--- src/rtl/seg_scan_hex_if.sv ---
// Bus between the datapath/status registers and the multiplexed 7-segment driver.
// The master supplies value/dp/load/lz_en; the slave returns segment and anode drives.
interface seg_scan_hex_if #(
    parameter int unsigned DIGITS = 4
);
    logic [4*DIGITS-1:0] value;
    logic [DIGITS-1:0]   dp_in;
    logic                load;
    logic                lz_en;
    logic [7:0]          segout;
    logic [DIGITS-1:0]   an;
    logic                frame_start;

    modport master (
        output value,
        output dp_in,
        output load,
        output lz_en,
        input  segout,
        input  an,
        input  frame_start
    );

    modport slave (
        input  value,
        input  dp_in,
        input  load,
        input  lz_en,
        output segout,
        output an,
        output frame_start
    );
endinterface

--- src/rtl/seg_scan_hex.sv ---
// Time-multiplexed hex driver for a common-anode multi-digit 7-segment display with
// frame-synchronous value updates, leading-zero blanking and a per-slot ghost guard.
module seg_scan_hex #(
    parameter int unsigned DIGITS = 4,
    parameter int unsigned DIV    = 50000
) (
    input  logic          clk,
    input  logic          rst_n,
    seg_scan_hex_if.slave bus
);
    localparam int unsigned CntW = (DIV > 1) ? $clog2(DIV) : 1;
    localparam int unsigned IdxW = (DIGITS > 1) ? $clog2(DIGITS) : 1;
    localparam int unsigned ValW = 4 * DIGITS;
    localparam logic [CntW-1:0] CntMax = CntW'(DIV - 1);
    localparam logic [IdxW-1:0] IdxMax = IdxW'(DIGITS - 1);

    logic [CntW-1:0]   cnt_q, cnt_d;
    logic [IdxW-1:0]   idx_q, idx_d;
    logic [ValW-1:0]   shadow_val_q, shadow_val_d;
    logic [DIGITS-1:0] shadow_dp_q, shadow_dp_d;
    logic              pending_q, pending_d;
    logic [ValW-1:0]   disp_val_q, disp_val_d;
    logic [DIGITS-1:0] disp_dp_q, disp_dp_d;
    logic              fs_arm_q, fs_arm_d;
    logic [7:0]        segout_q, segout_d;
    logic [DIGITS-1:0] an_q, an_d;
    logic              frame_start_q, frame_start_d;

    logic              slot_end;
    logic              wrap;
    logic              zero_above;
    logic [DIGITS-1:0] blank;
    logic [3:0]        sel_nib;
    logic              sel_dp;
    logic              sel_blank;
    logic [6:0]        seg7;

    always_comb begin
        slot_end = (cnt_q == CntMax);
        wrap     = slot_end && (idx_q == IdxMax);

        cnt_d = slot_end ? '0 : cnt_q + 1'b1;
        idx_d = idx_q;
        if (slot_end) begin
            idx_d = (idx_q == IdxMax) ? '0 : idx_q + 1'b1;
        end

        shadow_val_d = shadow_val_q;
        shadow_dp_d  = shadow_dp_q;
        pending_d    = pending_q;
        disp_val_d   = disp_val_q;
        disp_dp_d    = disp_dp_q;
        if (bus.load) begin
            shadow_val_d = bus.value;
            shadow_dp_d  = bus.dp_in;
            pending_d    = 1'b1;
        end
        // A load coinciding with the wrap bypasses the shadow so it lands this frame.
        if (wrap) begin
            if (bus.load) begin
                disp_val_d = bus.value;
                disp_dp_d  = bus.dp_in;
            end else if (pending_q) begin
                disp_val_d = shadow_val_q;
                disp_dp_d  = shadow_dp_q;
            end
            pending_d = 1'b0;
        end

        // Walk from the top digit down; a digit blanks while everything above it is zero.
        zero_above = 1'b1;
        blank      = '0;
        for (int k = DIGITS - 1; k >= 0; k--) begin
            zero_above = zero_above & (disp_val_q[4*k +: 4] == 4'h0);
            if (k != 0) begin
                blank[k] = zero_above;
            end
        end

        sel_nib   = 4'h0;
        sel_dp    = 1'b0;
        sel_blank = 1'b0;
        for (int k = 0; k < DIGITS; k++) begin
            if (idx_q == IdxW'(k)) begin
                sel_nib   = disp_val_q[4*k +: 4];
                sel_dp    = disp_dp_q[k];
                sel_blank = blank[k];
            end
        end

        unique case (sel_nib)
            4'h0: seg7 = 7'h40;
            4'h1: seg7 = 7'h79;
            4'h2: seg7 = 7'h24;
            4'h3: seg7 = 7'h30;
            4'h4: seg7 = 7'h19;
            4'h5: seg7 = 7'h12;
            4'h6: seg7 = 7'h02;
            4'h7: seg7 = 7'h78;
            4'h8: seg7 = 7'h00;
            4'h9: seg7 = 7'h18;
            4'hA: seg7 = 7'h08;
            4'hB: seg7 = 7'h03;
            4'hC: seg7 = 7'h27;
            4'hD: seg7 = 7'h21;
            4'hE: seg7 = 7'h06;
            default: seg7 = 7'h0E;
        endcase

        segout_d = {~sel_dp, (bus.lz_en && sel_blank) ? 7'h7F : seg7};
        // First cycle of every slot keeps all anodes off to hide segment transitions.
        an_d     = (cnt_q == '0) ? '1 : ~(DIGITS'(1) << idx_q);

        // Two-stage delay lines frame_start up with the digit-0 guard cycle on the pins.
        fs_arm_d      = wrap;
        frame_start_d = fs_arm_q;
    end

    always_ff @(posedge clk or negedge rst_n) begin
        if (!rst_n) begin
            cnt_q         <= '0;
            idx_q         <= '0;
            shadow_val_q  <= '0;
            shadow_dp_q   <= '0;
            pending_q     <= 1'b0;
            disp_val_q    <= '0;
            disp_dp_q     <= '0;
            fs_arm_q      <= 1'b0;
            segout_q      <= 8'hFF;
            an_q          <= '1;
            frame_start_q <= 1'b0;
        end else begin
            cnt_q         <= cnt_d;
            idx_q         <= idx_d;
            shadow_val_q  <= shadow_val_d;
            shadow_dp_q   <= shadow_dp_d;
            pending_q     <= pending_d;
            disp_val_q    <= disp_val_d;
            disp_dp_q     <= disp_dp_d;
            fs_arm_q      <= fs_arm_d;
            segout_q      <= segout_d;
            an_q          <= an_d;
            frame_start_q <= frame_start_d;
        end
    end

    assign bus.segout      = segout_q;
    assign bus.an          = an_q;
    assign bus.frame_start = frame_start_q;
endmodule
--- src/flat_wrapper.sv ---
// flat-port wrapper written by rule: the top's interface ports become plain ports
module seg_scan_hex_flat 
#(
    parameter int unsigned DIGITS = 4,
    parameter int unsigned DIV    = 50000
)
  (clk, rst_n, bus_value, bus_dp_in, bus_load, bus_lz_en, bus_segout, bus_an, bus_frame_start);
  seg_scan_hex_if #(.DIGITS(DIGITS)) bus_i ();
  input  logic clk;
  input  logic rst_n;
  input wire logic [$bits(bus_i.value)-1:0] bus_value;
  input wire logic [$bits(bus_i.dp_in)-1:0] bus_dp_in;
  input wire logic [$bits(bus_i.load)-1:0] bus_load;
  input wire logic [$bits(bus_i.lz_en)-1:0] bus_lz_en;
  output wire logic [$bits(bus_i.segout)-1:0] bus_segout;
  output wire logic [$bits(bus_i.an)-1:0] bus_an;
  output wire logic [$bits(bus_i.frame_start)-1:0] bus_frame_start;
  assign bus_i.value = bus_value;
  assign bus_i.dp_in = bus_dp_in;
  assign bus_i.load = bus_load;
  assign bus_i.lz_en = bus_lz_en;
  assign bus_segout = bus_i.segout;
  assign bus_an = bus_i.an;
  assign bus_frame_start = bus_i.frame_start;
  seg_scan_hex #(.DIGITS(DIGITS), .DIV(DIV)) u_core (.clk(clk), .rst_n(rst_n), .bus(bus_i));
endmodule
--- config.mk ---
export PLATFORM = sky130hd
export DESIGN_NAME = seg_scan_hex_flat
export DESIGN_NICKNAME = d
export VERILOG_FILES = /design/src/rtl/seg_scan_hex_if.sv /design/src/rtl/seg_scan_hex.sv /design/src/flat_wrapper.sv
export SDC_FILE = /design/constraint.sdc
export NUM_CORES = 1
export LEC_CHECK = 0
export CORE_MARGIN = 3
export CORE_UTILIZATION = 50
export CTS_BUF_LIST = sky130_fd_sc_hd__clkbuf_8
export DETAILED_ROUTE_END_ITERATION = 8
export DONT_BUFFER_PORTS = 1
export GPL_TIMING_DRIVEN = 1
export PLACE_DENSITY_LB_ADDON = 0.08
export SETUP_SLACK_MARGIN = 0.02
export SYNTH_ARGS = -nofsm -noshare
export SYNTH_HDL_FRONTEND = slang
export SYNTH_SLANG_ARGS = --single-unit
--- constraint.sdc ---
create_clock -name clk -period 6.05 [get_ports clk]
set_clock_uncertainty 0.1 [all_clocks]
set_input_delay 0.9075 -clock clk [delete_from_list [all_inputs] [get_ports clk]]
set_output_delay 0.9075 -clock clk [all_outputs]
set_load 0.03 [all_outputs]
Word-level counts from Yosys, hierarchy flattened
Memory sizes are Yosys's and may differ from the RTL's.
Index checks and enable logic that the tools add are counted.

operators by class
  bitwise logic cells = 4
  divide/modulo/power cells = 0
  multiplexer cells = 21
  $add $sub $neg = 2
  multiply operators = 0
  reduce and logical (&&, ||, !) cells = 10
  magnitude comparators = 0
  shift-type cells = 1
  equality and inequality tests = 4

operator list
  operator                                                                count
  16-bit two-way mux                                                      3
  4-bit two-way mux                                                       7
  16-bit by 1-bit adder with 16-bit output (second input constant)        1
  16-bit equality test (second input constant)                            1
  16-bit logical NOT                                                      1
  4-bit logical NOT                                                       3
  1-bit two-way mux                                                       9
  7-bit two-way mux                                                       1
  2-bit equality test (second input constant)                             2
  4-bit inverter                                                          1
  2-bit nonzero test                                                      2
  1-bit by 2-bit left shift with 4-bit output (first input constant)      1
  2-bit by 1-bit adder with 2-bit output (second input constant)          1
  1-bit AND                                                               2
  2-bit by 1-bit equality test with 1-bit output (second input constant)  1
  1-bit logical AND                                                       2
  2-bit logical NOT                                                       1
  2-bit two-way mux                                                       1
  2-bit AND reduction                                                     1
  1-bit inverter                                                          1

storage, ports and cells
  bits in read-only memories = 112
  output and inout port bits = 13
  latch bits = 0
  memories = 1
  word-level logic and storage cells = 54
  input port bits = 24
  bits in writable memories = 0
  bits in registers = 73

memories
  memory            words  bits a word  read ports  clocked after Yosys merged registers in  write ports  RTL line            RTL
  (name not given)  16     7            1           0                                        0            seg_scan_hex.sv:91  unique case (sel_nib)

Longest topological paths before layout
  depth after elaboration = 8
  depth in mapped cells = 11
  mapped depth without buffers = 11

Least setup slack after synthesis
No wires, ideal clock.

  path kind = register -> register
  start point = register u_core.idx_q[0]
  end point = register u_core.segout_q[3], in the netlist u_core.bus.segout[3]
  arrival time = 2,334 ps
  clock period less this slack = 2,513 ps
  required time = 5,871 ps
  setup time = 79 ps
  path slack = 3,537 ps
  stages on the path, launching flop included = 11
  path buffers = 0
  cells stage by stage = dfrtp_1 inv_1 ha_1 nor2b_1 a221o_1 a22oi_1 inv_1 ha_1 nor3b_1 a211oi_1 o21ai_0

on the way
  longest elaborated chain between the ends = 7
  elaborated cells on any way between the ends = 14
  those cells by class = 3 x eq/ne; 8 x mux; 2 x reduce/logical; 1 x memory

ends and longest elaborated chain
  element                         RTL line             RTL
  start, declared                 seg_scan_hex.sv:18   logic [IdxW-1:0] idx_q, idx_d;
  start signal, assigned          seg_scan_hex.sv:134  idx_q <= idx_d;
  2-bit logical NOT               seg_scan_hex.sv:84   if (idx_q == IdxW'(k)) begin
  4-bit two-way mux (4 in a row)  seg_scan_hex.sv:84
  memory 16 x 7 bit               -
  7-bit two-way mux (*)           seg_scan_hex.sv:110  segout_d = {~sel_dp, (bus.lz_en && sel_blank) ? 7'h7F : seg7};
  net u_core.segout_d[3]          seg_scan_hex.sv:25   logic [7:0] segout_q, segout_d;
  end signal, assigned            seg_scan_hex.sv:141  segout_q <= segout_d;
  end, declared                   seg_scan_hex.sv:25

The timed path passes the listed nets; every way through them passes the cells marked *.
A chain may end at the register's enable or synchronous reset.

Final worst setup path
  start point = register u_core.idx_q[1]
  end point = register u_core.segout_q[3], in the netlist u_core.bus.segout[3]

The elaborated chain is that of the path after synthesis.

==> metrics.csv <==
metric;value;unit
crit_path_end_kind;register;
wl_per_cell;16.37;microns
setup_violations;0;
yosys_most_used_dff;dfrtp_1;
cts_setup_buffers;0;
clockBufferDepth;2;
ff2ff_path_depth;10;
synthArstFlopShare;100.0;%
critical_path_arrival;3.17;ns
dieArea;0.007811;sq mm
synth_enable_flop_cells;0;
place_ws;3.065;ns
status;finished, final reports clean;
finalMaxSlewViolations;0;
cts_sinks;73;
crit_end;u_core.bus.segout[3];
finalCriticalPeriod;3.006;ns
numCtsBuffers;9;
grt.busiest_layer;met1;
worst_pin_slew;0.9261;ns
start_kind;register;
drive_gt1_share;28.57;%
io_pins;37;
yosys.area.top_type;dfrtp_1;
synth_area;0.003393;sq mm
power.density;258.4;mW/mm^2
syn_nets;300;
place_congestion;0.8358;
postSynthCellCount;265;
grt_overflow;0;
leakagePower;0.001605;uW
drtIter0Drc;91;
vdd_drop_max;147.0;uV
layout_commonest_cell;dfrtp_1;
htreeDepth;3;
cts_resized;0;
initial_core_util;52.54;%
synth.top_cell.area_share;44.99;%
period_share;49.69;%
vias;1915;
drc;0;
antenna_cells;0;
wirelength;5.728;mm
grt_pass1_wl;9.584;mm
gr-usage-all-layers;16.39;%
clock_latency;0.34;ns
grt_max_degree;74;
core;0.006459;sq mm
dp_hpwl;3.933;mm
fin_nets;303;
critical_path_class;register to register;
hp-class;input pin to asynchronous set/reset pin;
startpoint;u_core.idx_q[1];
max-cap-violations;0;
die_h;88.38;microns
viasPerCell;5.471;
root_buffer;clkbuf_8;
timing.final.ws_setup;3.044;ns
path_clk_slew;0.08;ns
ant_nets;0;
grt_antenna_before_repair;0;
crit_fanout;11;
rsz0062_at_grt;false;
final_util;56.90;%
hold_viol_final;0;
ys_types;44;
fmax;332.6;MHz
cp_data_required_time;6.22;ns
synth_seq_area_share;54.28;%
ys_ff_latch;73;
gr-usage-met1;24.85;%
syn_to_final_growth;8.296;%
final_cell_mix;61 x dfrtp_1, 21 x mux2_2, 20 x mux2_4, 17 x nor2_1, 15 x nand2_1;
synth_warnings;0;
dr.pass1.iters;4;
cts_tree;done;
finalSetupTns;0;ns
r2r_start;u_core.idx_q[1];
reg2reg_to;u_core.bus.segout[3];
die-width;88.38;microns
syn_avg_cell_area;12.80;sq um
met3_usage;4.469;%
port_buffers;0;
netlist_top_cells_area;dfrtp_1 45%, dfstp_2 9.3%, mux2_4 8.8%, mux2_2 7.0%, ha_1 4.1%;
use_met2;21.82;%
rows;29;
slew_headroom;38.15;%
grt_pass1_vias;1870;
cts_hold_buf;0;
reg2reg_slack;3.04;ns
## sequential cells by signal, summed over array words and instances (netlist names)
register / count
u_core.bus.segout: 8
u_core.idx_q: 2
u_core.pending_q: 1
u_core.disp_dp_q: 4
u_core.cnt_q: 16
u_core.shadow_val_q: 16
u_core.bus.frame_start: 1
u_core.disp_val_q: 16
u_core.shadow_dp_q: 4
u_core.bus.an: 4
u_core.frame_start_d: 1
## worst max-delay path: stages, from the launching register on
cell	delay, ns
dfrtp_1	0.40
inv_1	0.10
ha_1	0.37
nor2b_1	0.13
a221o_1	0.35
a22oi_1	0.47
inv_1	0.15
ha_1	0.39
nor3b_1	0.22
a211oi_1	0.06
o21ai_0	0.18
## cells in the mapped netlist, types with 5 or more instances
master and instances:
dfstp_2 12, inv_1 10, xnor2_1 7, mux2_4 20, o21ai_0 5, nand3_1 9, dfrtp_1 61, ha_1 11
mux2_2 21, a21oi_1 6, o211ai_1 5, clkbuf_1 5, nor2b_1 5, xor2_1 6, nor2_1 17, nand2_1 15
## logic make-up after synthesis
family	count (synthesis)	synth area share, %
AO/OA/AOI/OAI	27	5.568
XOR/XNOR	13	3.355
adder cells (fa/ha/maj)	11	4.056
buffers and inverters	20	2.765
flip-flops	73	54.28
multiplexers	45	17.00
AND/OR/NAND/NOR	76	12.98
## per-layer routing
| metal | vias to the layer above | wire [microns] |
|---|---|---|
| met5 | - | 0 |
| met4 | 0 | 90 |
| met3 | 7 | 258 |
| met2 | 35 | 2539 |
| met1 | 931 | 2839 |
| li1 | 942 | - |
## worst min-delay path by stage
stage                              endpoint  cells past startpoint
CTS                  u_core.shadow_val_q[9]                      0
detailed placement   u_core.bus.frame_start                      0
floorplan            u_core.bus.frame_start                      0
global placement     u_core.bus.frame_start                      0
global route         u_core.shadow_val_q[9]                      0
finish              u_core.shadow_val_q[10]                      0
## final cells by class
| cell class | count | area (sq um) |
|---|---|---|
| repair buffers | 2 | 15.01 |
| clock buffers | 9 | 123.9 |
| clock inverters | 7 | 102.6 |
| inverters | 10 | 37.54 |
| fillers | 548 | 2784 |
| flip-flops and latches | 73 | 1842 |
| multi-input cells | 172 | 1458 |
| well taps | 77 | 96.34 |
## report_power, final
part	internal, uW	switching [uW]
Combinational	12.9	7.80
Clock	236	189
Sequential	501	2.85
## through the flow
stage	instance area, sq um	std cells	total power [uW]	hold WS, ns
CTS	3675	350	963.2	0.1277
global placement	3448	334	533.9	0.2393
floorplan	3393	265	531.8	0.2312
finish	3675	350	949.5	0.1531
detailed placement	3448	334	534.7	0.2449
global route	3675	350	989.3	0.1200
(Power assumes the default switching activity.)
